<file path="config.mk">
export PLATFORM = sky130hd
export DESIGN_NAME = conversor_binario_bcd_flat
export DESIGN_NICKNAME = d
export VERILOG_FILES = /design/src/rtl/conversor_binario_bcd_if.sv /design/src/rtl/conversor_binario_bcd.sv /design/src/flat_wrapper.sv
export SDC_FILE = /design/constraint.sdc
export NUM_CORES = 1
export LEC_CHECK = 0
export ABC_CLOCK_PERIOD_IN_PS = 2580
export CORE_MARGIN = 4
export CORE_UTILIZATION = 45
export DETAILED_ROUTE_END_ITERATION = 16
export GPL_TIMING_DRIVEN = 0
export PLACE_DENSITY = 0.67
export SYNTH_ARGS = -nofsm -noshare
export SYNTH_HDL_FRONTEND = slang
export SYNTH_SLANG_ARGS = --single-unit
</file>
<file path="constraint.sdc">
create_clock -name clk -period 2.58 [get_ports clk]
set_input_delay 0.516 -clock clk [delete_from_list [all_inputs] [get_ports clk]]
set_output_delay 0.516 -clock clk [all_outputs]
set_load 0.005 [all_outputs]
</file>
<file path="src/rtl/conversor_binario_bcd_if.sv">
// Handshake and data bundle between the vending datapath and the binary-to-BCD converter.
// The master drives iniciar/valor; the slave (converter) returns status flags and the BCD result.
interface conversor_binario_bcd_if #(
  parameter int LARGURA = 8,
  parameter int DIGITOS = 3
);
  logic                   iniciar;
  logic [LARGURA-1:0]     valor;
  logic                   ocupado;
  logic                   pronto;
  logic                   estouro;
  logic [4*DIGITOS-1:0]   bcd;

  modport master (
    output iniciar, valor,
    input  ocupado, pronto, estouro, bcd
  );

  modport slave (
    input  iniciar, valor,
    output ocupado, pronto, estouro, bcd
  );
endinterface

</file>
<file path="src/rtl/conversor_binario_bcd.sv">
// Sequential double-dabble binary-to-BCD converter, one bit per clock, result held between runs.
// Latency LARGURA cycles from accepted start to pronto; iniciar is ignored while ocupado.
module conversor_binario_bcd #(
  parameter int LARGURA = 8,
  parameter int DIGITOS = 3
) (
  input  logic                   clk,
  input  logic                   rst_n,
  conversor_binario_bcd_if.slave bus
);

  localparam int CW = (LARGURA > 1) ? $clog2(LARGURA) : 1;
  localparam int BW = 4 * DIGITOS;
  localparam logic [BW-1:0]  NOVES  = {DIGITOS{4'h9}};
  localparam logic [CW-1:0]  ULTIMO = CW'(LARGURA - 1);

  typedef enum logic {OCIOSO, DESLOCA} estado_t;

  estado_t              estado_q, estado_d;
  logic [LARGURA-1:0]   bin_q, bin_d;
  logic [BW-1:0]        work_q, work_d;
  logic [CW-1:0]        cnt_q, cnt_d;
  logic                 sticky_q, sticky_d;
  logic [BW-1:0]        bcd_q, bcd_d;
  logic                 estouro_q, estouro_d;
  logic                 pronto_q, pronto_d;
  logic [BW-1:0]        ajuste;

  always_comb begin
    estado_d  = estado_q;
    bin_d     = bin_q;
    work_d    = work_q;
    cnt_d     = cnt_q;
    sticky_d  = sticky_q;
    bcd_d     = bcd_q;
    estouro_d = estouro_q;
    pronto_d  = 1'b0;

    // add-3 correction on pre-shift nibbles, all digits in parallel
    for (int i = 0; i < DIGITOS; i++) begin
      ajuste[4*i +: 4] = (work_q[4*i +: 4] >= 4'd5) ? work_q[4*i +: 4] + 4'd3
                                                    : work_q[4*i +: 4];
    end

    case (estado_q)
      OCIOSO: begin
        if (bus.iniciar) begin
          bin_d    = bus.valor;
          work_d   = '0;
          sticky_d = 1'b0;
          cnt_d    = '0;
          estado_d = DESLOCA;
        end
      end
      DESLOCA: begin
        {work_d, bin_d} = {ajuste[BW-2:0], bin_q, 1'b0};
        // any bit leaving the top digit means the value needs more digits than we have
        sticky_d = sticky_q | ajuste[BW-1];
        cnt_d    = cnt_q + 1'b1;
        if (cnt_q == ULTIMO) begin
          estado_d  = OCIOSO;
          pronto_d  = 1'b1;
          estouro_d = sticky_d;
          bcd_d     = sticky_d ? NOVES : work_d;
        end
      end
      default: estado_d = OCIOSO;
    endcase
  end

  always_ff @(posedge clk or negedge rst_n) begin
    if (!rst_n) begin
      estado_q  <= OCIOSO;
      bin_q     <= '0;
      work_q    <= '0;
      cnt_q     <= '0;
      sticky_q  <= 1'b0;
      bcd_q     <= '0;
      estouro_q <= 1'b0;
      pronto_q  <= 1'b0;
    end else begin
      estado_q  <= estado_d;
      bin_q     <= bin_d;
      work_q    <= work_d;
      cnt_q     <= cnt_d;
      sticky_q  <= sticky_d;
      bcd_q     <= bcd_d;
      estouro_q <= estouro_d;
      pronto_q  <= pronto_d;
    end
  end

  assign bus.ocupado = (estado_q == DESLOCA);
  assign bus.pronto  = pronto_q;
  assign bus.estouro = estouro_q;
  assign bus.bcd     = bcd_q;

endmodule

</file>
<file path="src/flat_wrapper.sv">
// flat-port wrapper written by rule: the top's interface ports become plain ports
module conversor_binario_bcd_flat 
#(
  parameter int LARGURA = 8,
  parameter int DIGITOS = 3
)
  (clk, rst_n, bus_iniciar, bus_valor, bus_ocupado, bus_pronto, bus_estouro, bus_bcd);
  conversor_binario_bcd_if #(.LARGURA(LARGURA), .DIGITOS(DIGITOS)) bus_i ();
  input  logic clk;
  input  logic rst_n;
  input wire logic [$bits(bus_i.iniciar)-1:0] bus_iniciar;
  input wire logic [$bits(bus_i.valor)-1:0] bus_valor;
  output wire logic [$bits(bus_i.ocupado)-1:0] bus_ocupado;
  output wire logic [$bits(bus_i.pronto)-1:0] bus_pronto;
  output wire logic [$bits(bus_i.estouro)-1:0] bus_estouro;
  output wire logic [$bits(bus_i.bcd)-1:0] bus_bcd;
  assign bus_i.iniciar = bus_iniciar;
  assign bus_i.valor = bus_valor;
  assign bus_ocupado = bus_i.ocupado;
  assign bus_pronto = bus_i.pronto;
  assign bus_estouro = bus_i.estouro;
  assign bus_bcd = bus_i.bcd;
  conversor_binario_bcd #(.LARGURA(LARGURA), .DIGITOS(DIGITOS)) u_core (.clk(clk), .rst_n(rst_n), .bus(bus_i));
endmodule
</file>
**Word-level counts from Yosys, hierarchy flattened**

Index checks and enable logic that the tools add are counted.
Widths: inputs -> output; s select.

- Flip-flop bits (word level): 39
- Input port bits: 11
- Output and inout bits: 15
- Logic and storage cells: 37

- $add $sub $neg: 4
- Magnitude comparators: 3
- Equality and inequality tests: 2
- Mux-type cells: 17
- Bitwise operators: 2
- Reduce and logical (&&, ||, !) cells: 1

Operators with widths:

| kind | number |
|---|---|
| $mux 12 | 2 |
| $pmux 12 s2 | 1 |
| $pmux 8 s2 | 1 |
| $add 4x2->4 const B | 3 |
| $ge 4x3->1 const B | 3 |
| $mux 4 | 3 |
| $mux 8 | 1 |
| $pmux 3 s2 | 1 |
| $mux 1 | 5 |
| $pmux 1 s2 | 2 |
| $add 3x1->3 const B | 1 |
| $eq 3x3->1 const B | 1 |
| $mux 3 | 1 |
| $ne 2x2->1 const B | 1 |
| $reduce_and 2->1 | 1 |
| $not 1->1 | 1 |
| $or 1x1->1 | 1 |

**Logic depth before layout (Yosys ltp)**

- Word-level depth: 4
- Gate-level depth with buffers: 7
- Mapped depth without buffers: 6

**Worst setup path after synthesis**

OpenSTA, ideal clock, no wires.

- Kind: register -> register
- Start point: reg u_core.work_q[9]
- End point: reg u_core.bcd_q[10] (netlist: u_core.bus.bcd[10])
- Setup time: 0.092 ns
- Data arrival time: 1.497 ns
- Required time: 2.488 ns
- Setup slack: 0.991 ns
- Stages on the path, launching flop included: 7
- Buffers on the path: 0
- Clock period less this slack: 1.589 ns
- Cells stage by stage: dfrtp_1 > inv_1 > ha_1 > nand2b_1 > a21oi_1 > mux2_2 > o31ai_2

- Word-level cells in the longest chain between the ends: 4
- Elaborated cells on any way between the ends: 5
- Those cells by class: add/sub (1); order compare (1); mux (2); bitwise (1)

Ends and longest elaborated chain:

| item | RTL line | source |
|---|---|---|
| start, declared | conversor_binario_bcd.sv:21 | `logic [BW-1:0] work_q, work_d;` |
| start signal, assigned | conversor_binario_bcd.sv:84 | `work_q <= work_d;` |
| $add 4x2->4 or $ge 4x3->1 (tied branches) | conversor_binario_bcd.sv:41 | `ajuste[4*i +: 4] = (work_q[4*i +: 4] >= 4'd5) ? work_q[4*i +: 4] + 4'd3` |
| $mux 4 (*) | conversor_binario_bcd.sv:41 |  |
| $or 1x1->1 | conversor_binario_bcd.sv:58 | `sticky_d = sticky_q \| ajuste[BW-1];` |
| $mux 12 (*) | conversor_binario_bcd.sv:64 | `bcd_d = sticky_d ? NOVES : work_d;` |
| end signal, assigned | conversor_binario_bcd.sv:78 | `bcd_q <= '0;` |
| end signal, assigned | conversor_binario_bcd.sv:87 | `bcd_q <= bcd_d;` |
| end, declared | conversor_binario_bcd.sv:24 | `logic [BW-1:0] bcd_q, bcd_d;` |

Every way passes the cells marked *; elsewhere a longest branch is shown, timed or not.
A chain may end at the register's enable or synchronous reset.

**Worst setup path in the final report**

- Start point: reg u_core.cnt_q[0]
- End point: reg u_core.bcd_q[0] (netlist: u_core.bus.bcd[0])

- Word-level cells in the longest chain between the ends: 2

Ends and longest elaborated chain:

| item | RTL line | source |
|---|---|---|
| start, declared | conversor_binario_bcd.sv:22 | `logic [CW-1:0] cnt_q, cnt_d;` |
| start signal, assigned | conversor_binario_bcd.sv:85 | `cnt_q <= cnt_d;` |
| $eq 3x3->1 | conversor_binario_bcd.sv:60 | `if (cnt_q == ULTIMO) begin` |
| $reduce_and 2->1 (no source line) | - |  |

No other way between the ends.

==> run summary <==
- **status** completed
- **proportion of synthesized area in mux cells** 6.10%
- **Worst Setup Slack post-DPL** 0.635 ns
- **total cell area at the placement stage** 2160 um2
- **hold-fix buffers at CTS** 0
- **number of distinct library cells after synthesis** 26
- **number of max-cap violations** 0
- **Clock Skews** 0.00299 ns
- **path type of the worst min-delay path** primary input to asynchronous set/reset pin
- **Final Instance Area** 2240 um2
- **GRT Resource Usage Total** 16.3%
- **Vias** 1,398
- **signed area change from the synthesized netlist to the final layout** 20.3%
- **half-perimeter wire length after placement** 2740 um
- **fmax** 513 MHz
- **# H-tree levels** 2
- **startpoint type of the worst setup path** flop
- **fraction of layout cells with a size suffix above 1** 11.4%
- **Die H** 72.4 um
- **synthesized-area fraction occupied by adder cells** 5.37%
- **dominant combinational cell family by area after synthesis** compound AO/OA/AOI/OAI gates
- **clock tree from TritonCTS** built
- **clock root buffer master** sky130_fd_sc_hd__clkbuf_8
- **DP Cell Count** 252
- **number of buffers created by CTS** 5
- **worst setup path class** flop to flop
- **critical path endpoint category** flop
- **synthesized flop and latch total** 39
- **reg-to-reg setup timing slack** 0.63 ns
- **post-route setup slack** 0.633 ns
- **gate count after technology mapping** 178
- **area occupied by registers** 976 um2
- **detailed router's first-iteration violation count** 65
- **Worst-Skew Late Latency** 0.29 ns
- **worst hold margin** 0.340 ns
- **clock period minus worst slack** 1.95 ns
- **Max-Slew Margin vs Limit** 42.2%
- **post-synth design cell area** 1870 um2
- **post-CTS sizing** 0
- **Seq/Total Area, Yosys** 52.3%
- **Avg Vias per Cell** 5.38
- **pwr/cell area** 1160 nW/um2
- **RSZ-0062 raised after global routing** no
- **die extent in x** 72.4 um
- **Routed WL** 3770 um
- **simple logic cell fraction of the synthesized area** 11.6%
- **Routed WL per cell** 14.5 um
- **total negative setup slack** 0 ns
- **worst-path fanout max** 10
- **clock sink count** 39
- **number of global-route vias before repair** 1,346
- **Initial Util** 46.6%
- **wire length of the first global-routing pass** 6580 um
- **Die Footprint** 5240 um2
- **IR Drop Worst-Case VDD** 0.465 mV
- **required time at the endpoint of the critical path** 2.79 ns
- **initial antenna violation count** 0
- **commonest non-fill, non-tap cell in the layout** sky130_fd_sc_hd__dfrtp_1
- **filler cell count** 342
- **syn_nets** 197
- **weighted congestion reported at the end of routability-driven placement** 0.856
- **leakage power of the design** 0.968 nW
- **number of detailed-routing iterations run before antenna repair** 4
- **final hold violation count** 0
- **critical path data arrival time** 2.16 ns
- **Slew Viols, Final** 0
- **Syn Area/Cell** 10.5 um2
- **final setup violation count** 0
- **multi-input combinational cell area** 818 um2
- **number of post-CTS setup repair buffers** 0
- **number of nets in the layout** 228
- **most frequent cells in the layout** 39 x sky130_fd_sc_hd__dfrtp_1, 29 x sky130_fd_sc_hd__nand2_1, 23 x sky130_fd_sc_hd__clkdlybuf4s50_1
- **Site Rows** 23
- **share of the synthesized netlist area taken by xor and xnor gates** 1.41%
- **Clock Pin Slew Worst Setup and Hold Paths** 0.07 ns
- **share of the clock period used by the worst path** 75.5%
- **Worst Tran Pin Value** 0.867 ns
- **Detail Route Antenna Nets** 0
- **sum of overflow across all layers after global routing** 0
- **yosys warns** 0
- **largest net degree at the start of global routing** 40
- **remaining routing DRC violations** 0
- **placeable core region** 4000 um2
- **Compound-Gate Fraction of Synth Area** 19.4%
- **count of antenna diodes in the layout** 0
- **Final Instance Count excl. Fillers** 260
- **Port Buffer Count** 24
- **Top-Level Pins** 26
- **Max Root-Sink Buffers** 2
-- logic make-up (layout without fill, tap and decap cells) --
| kind of cell | count (synthesis) | in the layout |
|---|---|---|
| compound gates | 51 | 51 |
| simple gates | 48 | 48 |
| flops | 39 | 39 |
| buf+inv | 18 | 50 |
| mux | 11 | 11 |
| fa+ha+maj | 8 | 8 |
| xor+xnor | 3 | 3 |
-- cell usage after synthesis --
cell type / n / area (um2)
sky130_fd_sc_hd__a211o_4: 1 / 17.5
sky130_fd_sc_hd__a211oi_2: 1 / 12.5
sky130_fd_sc_hd__a21oi_1: 10 / 50.1
sky130_fd_sc_hd__a22o_1: 2 / 17.5
sky130_fd_sc_hd__a31oi_1: 5 / 31.3
sky130_fd_sc_hd__buf_2: 3 / 15.0
sky130_fd_sc_hd__clkbuf_1: 6 / 22.5
sky130_fd_sc_hd__dfrtp_1: 39 / 976
sky130_fd_sc_hd__ha_1: 8 / 100
sky130_fd_sc_hd__inv_1: 8 / 30.0
sky130_fd_sc_hd__inv_2: 1 / 3.75
sky130_fd_sc_hd__mux2_2: 3 / 33.8
sky130_fd_sc_hd__mux2i_1: 8 / 80.1
sky130_fd_sc_hd__nand2_1: 29 / 109
sky130_fd_sc_hd__nand2b_1: 3 / 18.8
sky130_fd_sc_hd__nand3_1: 1 / 5.00
sky130_fd_sc_hd__nor2_1: 9 / 33.8
sky130_fd_sc_hd__nor3b_1: 5 / 37.5
sky130_fd_sc_hd__nor3b_2: 1 / 12.5
sky130_fd_sc_hd__o21ai_0: 8 / 40.0
sky130_fd_sc_hd__o21ai_1: 5 / 25.0
sky130_fd_sc_hd__o21ai_4: 1 / 16.3
sky130_fd_sc_hd__o22ai_1: 11 / 68.8
sky130_fd_sc_hd__o31ai_1: 1 / 7.51
sky130_fd_sc_hd__o31ai_2: 6 / 75.1
sky130_fd_sc_hd__xnor2_1: 3 / 26.3
-- per-stage QoR --
step / total power, mW / util [%]
6_report: 2.61 / 56.1
5_1_grt: 2.85 / 56.1
4_1_cts: 2.64 / 56.1
3_5_place_dp: 2.24 / 54.1
3_3_place_gp: 2.18 / 54.2
2_1_floorplan: 1.82 / -
-- area by class of cell --
cell class	count	share of cell area [%]
buffer	9	1.67
tap	50	2.79
multi-input combinational	121	36.5
timing repair buffer	24	10.5
clock buffer	7	3.40
clock inverter	1	0.223
inverter	9	1.51
sequential	39	43.5
-- path summary, 6_finish.rpt --
check / startpoint / endpoint / cells after the start
setup / recovery: u_core.cnt_q[0] / u_core.bus.bcd[0] / 6
hold / removal: rst_n / u_core.bus.bcd[0] / 1
setup reg to reg: u_core.cnt_q[0] / u_core.bus.bcd[0] / 6
hold reg to reg: u_core.cnt_q[0] / u_core.cnt_q[0] / 1
max in group asynchronous: rst_n / u_core.bin_q[3] / 1
min in group clk: u_core.cnt_q[0] / u_core.cnt_q[0] / 1
-- state kept, by name, summed over array words and instances, names as in the netlist --
signal              cells
u_core.bin_q            8
u_core.work_q          12
u_core.sticky_q         1
u_core.bus.bcd         12
u_core.bus.estouro      1
u_core.bus.ocupado      1
u_core.bus.pronto       1
u_core.cnt_q            3
-- metal layers --
metal  vias up  GRT usage (%)  share of wire (%)
met5         -              0                  0
met4         0           4.92                1.2
met3         7           4.57                6.1
met2        39           26.0                 48
met1       662           21.6                 45
li1        690              -                  -
-- power breakdown --
group          internal (mW)  total, mW  switching [mW]
logic                  0.560       1.17           0.607
registers              0.858       1.06           0.197
clock network          0.190      0.389           0.199
total                   1.61       2.61            1.00
-- worst max-delay path, stage by stage, from the launching register on --
cell and delay [ns]:
sky130_fd_sc_hd__dfrtp_1 0.40, sky130_fd_sc_hd__ha_1 0.21, sky130_fd_sc_hd__ha_1 0.20, sky130_fd_sc_hd__nand2_1 0.32, sky130_fd_sc_hd__clkbuf_1 0.49, sky130_fd_sc_hd__nor2_1 0.08
sky130_fd_sc_hd__a21oi_1 0.17
No activity file was read; power rests on OpenSTA's default activity.
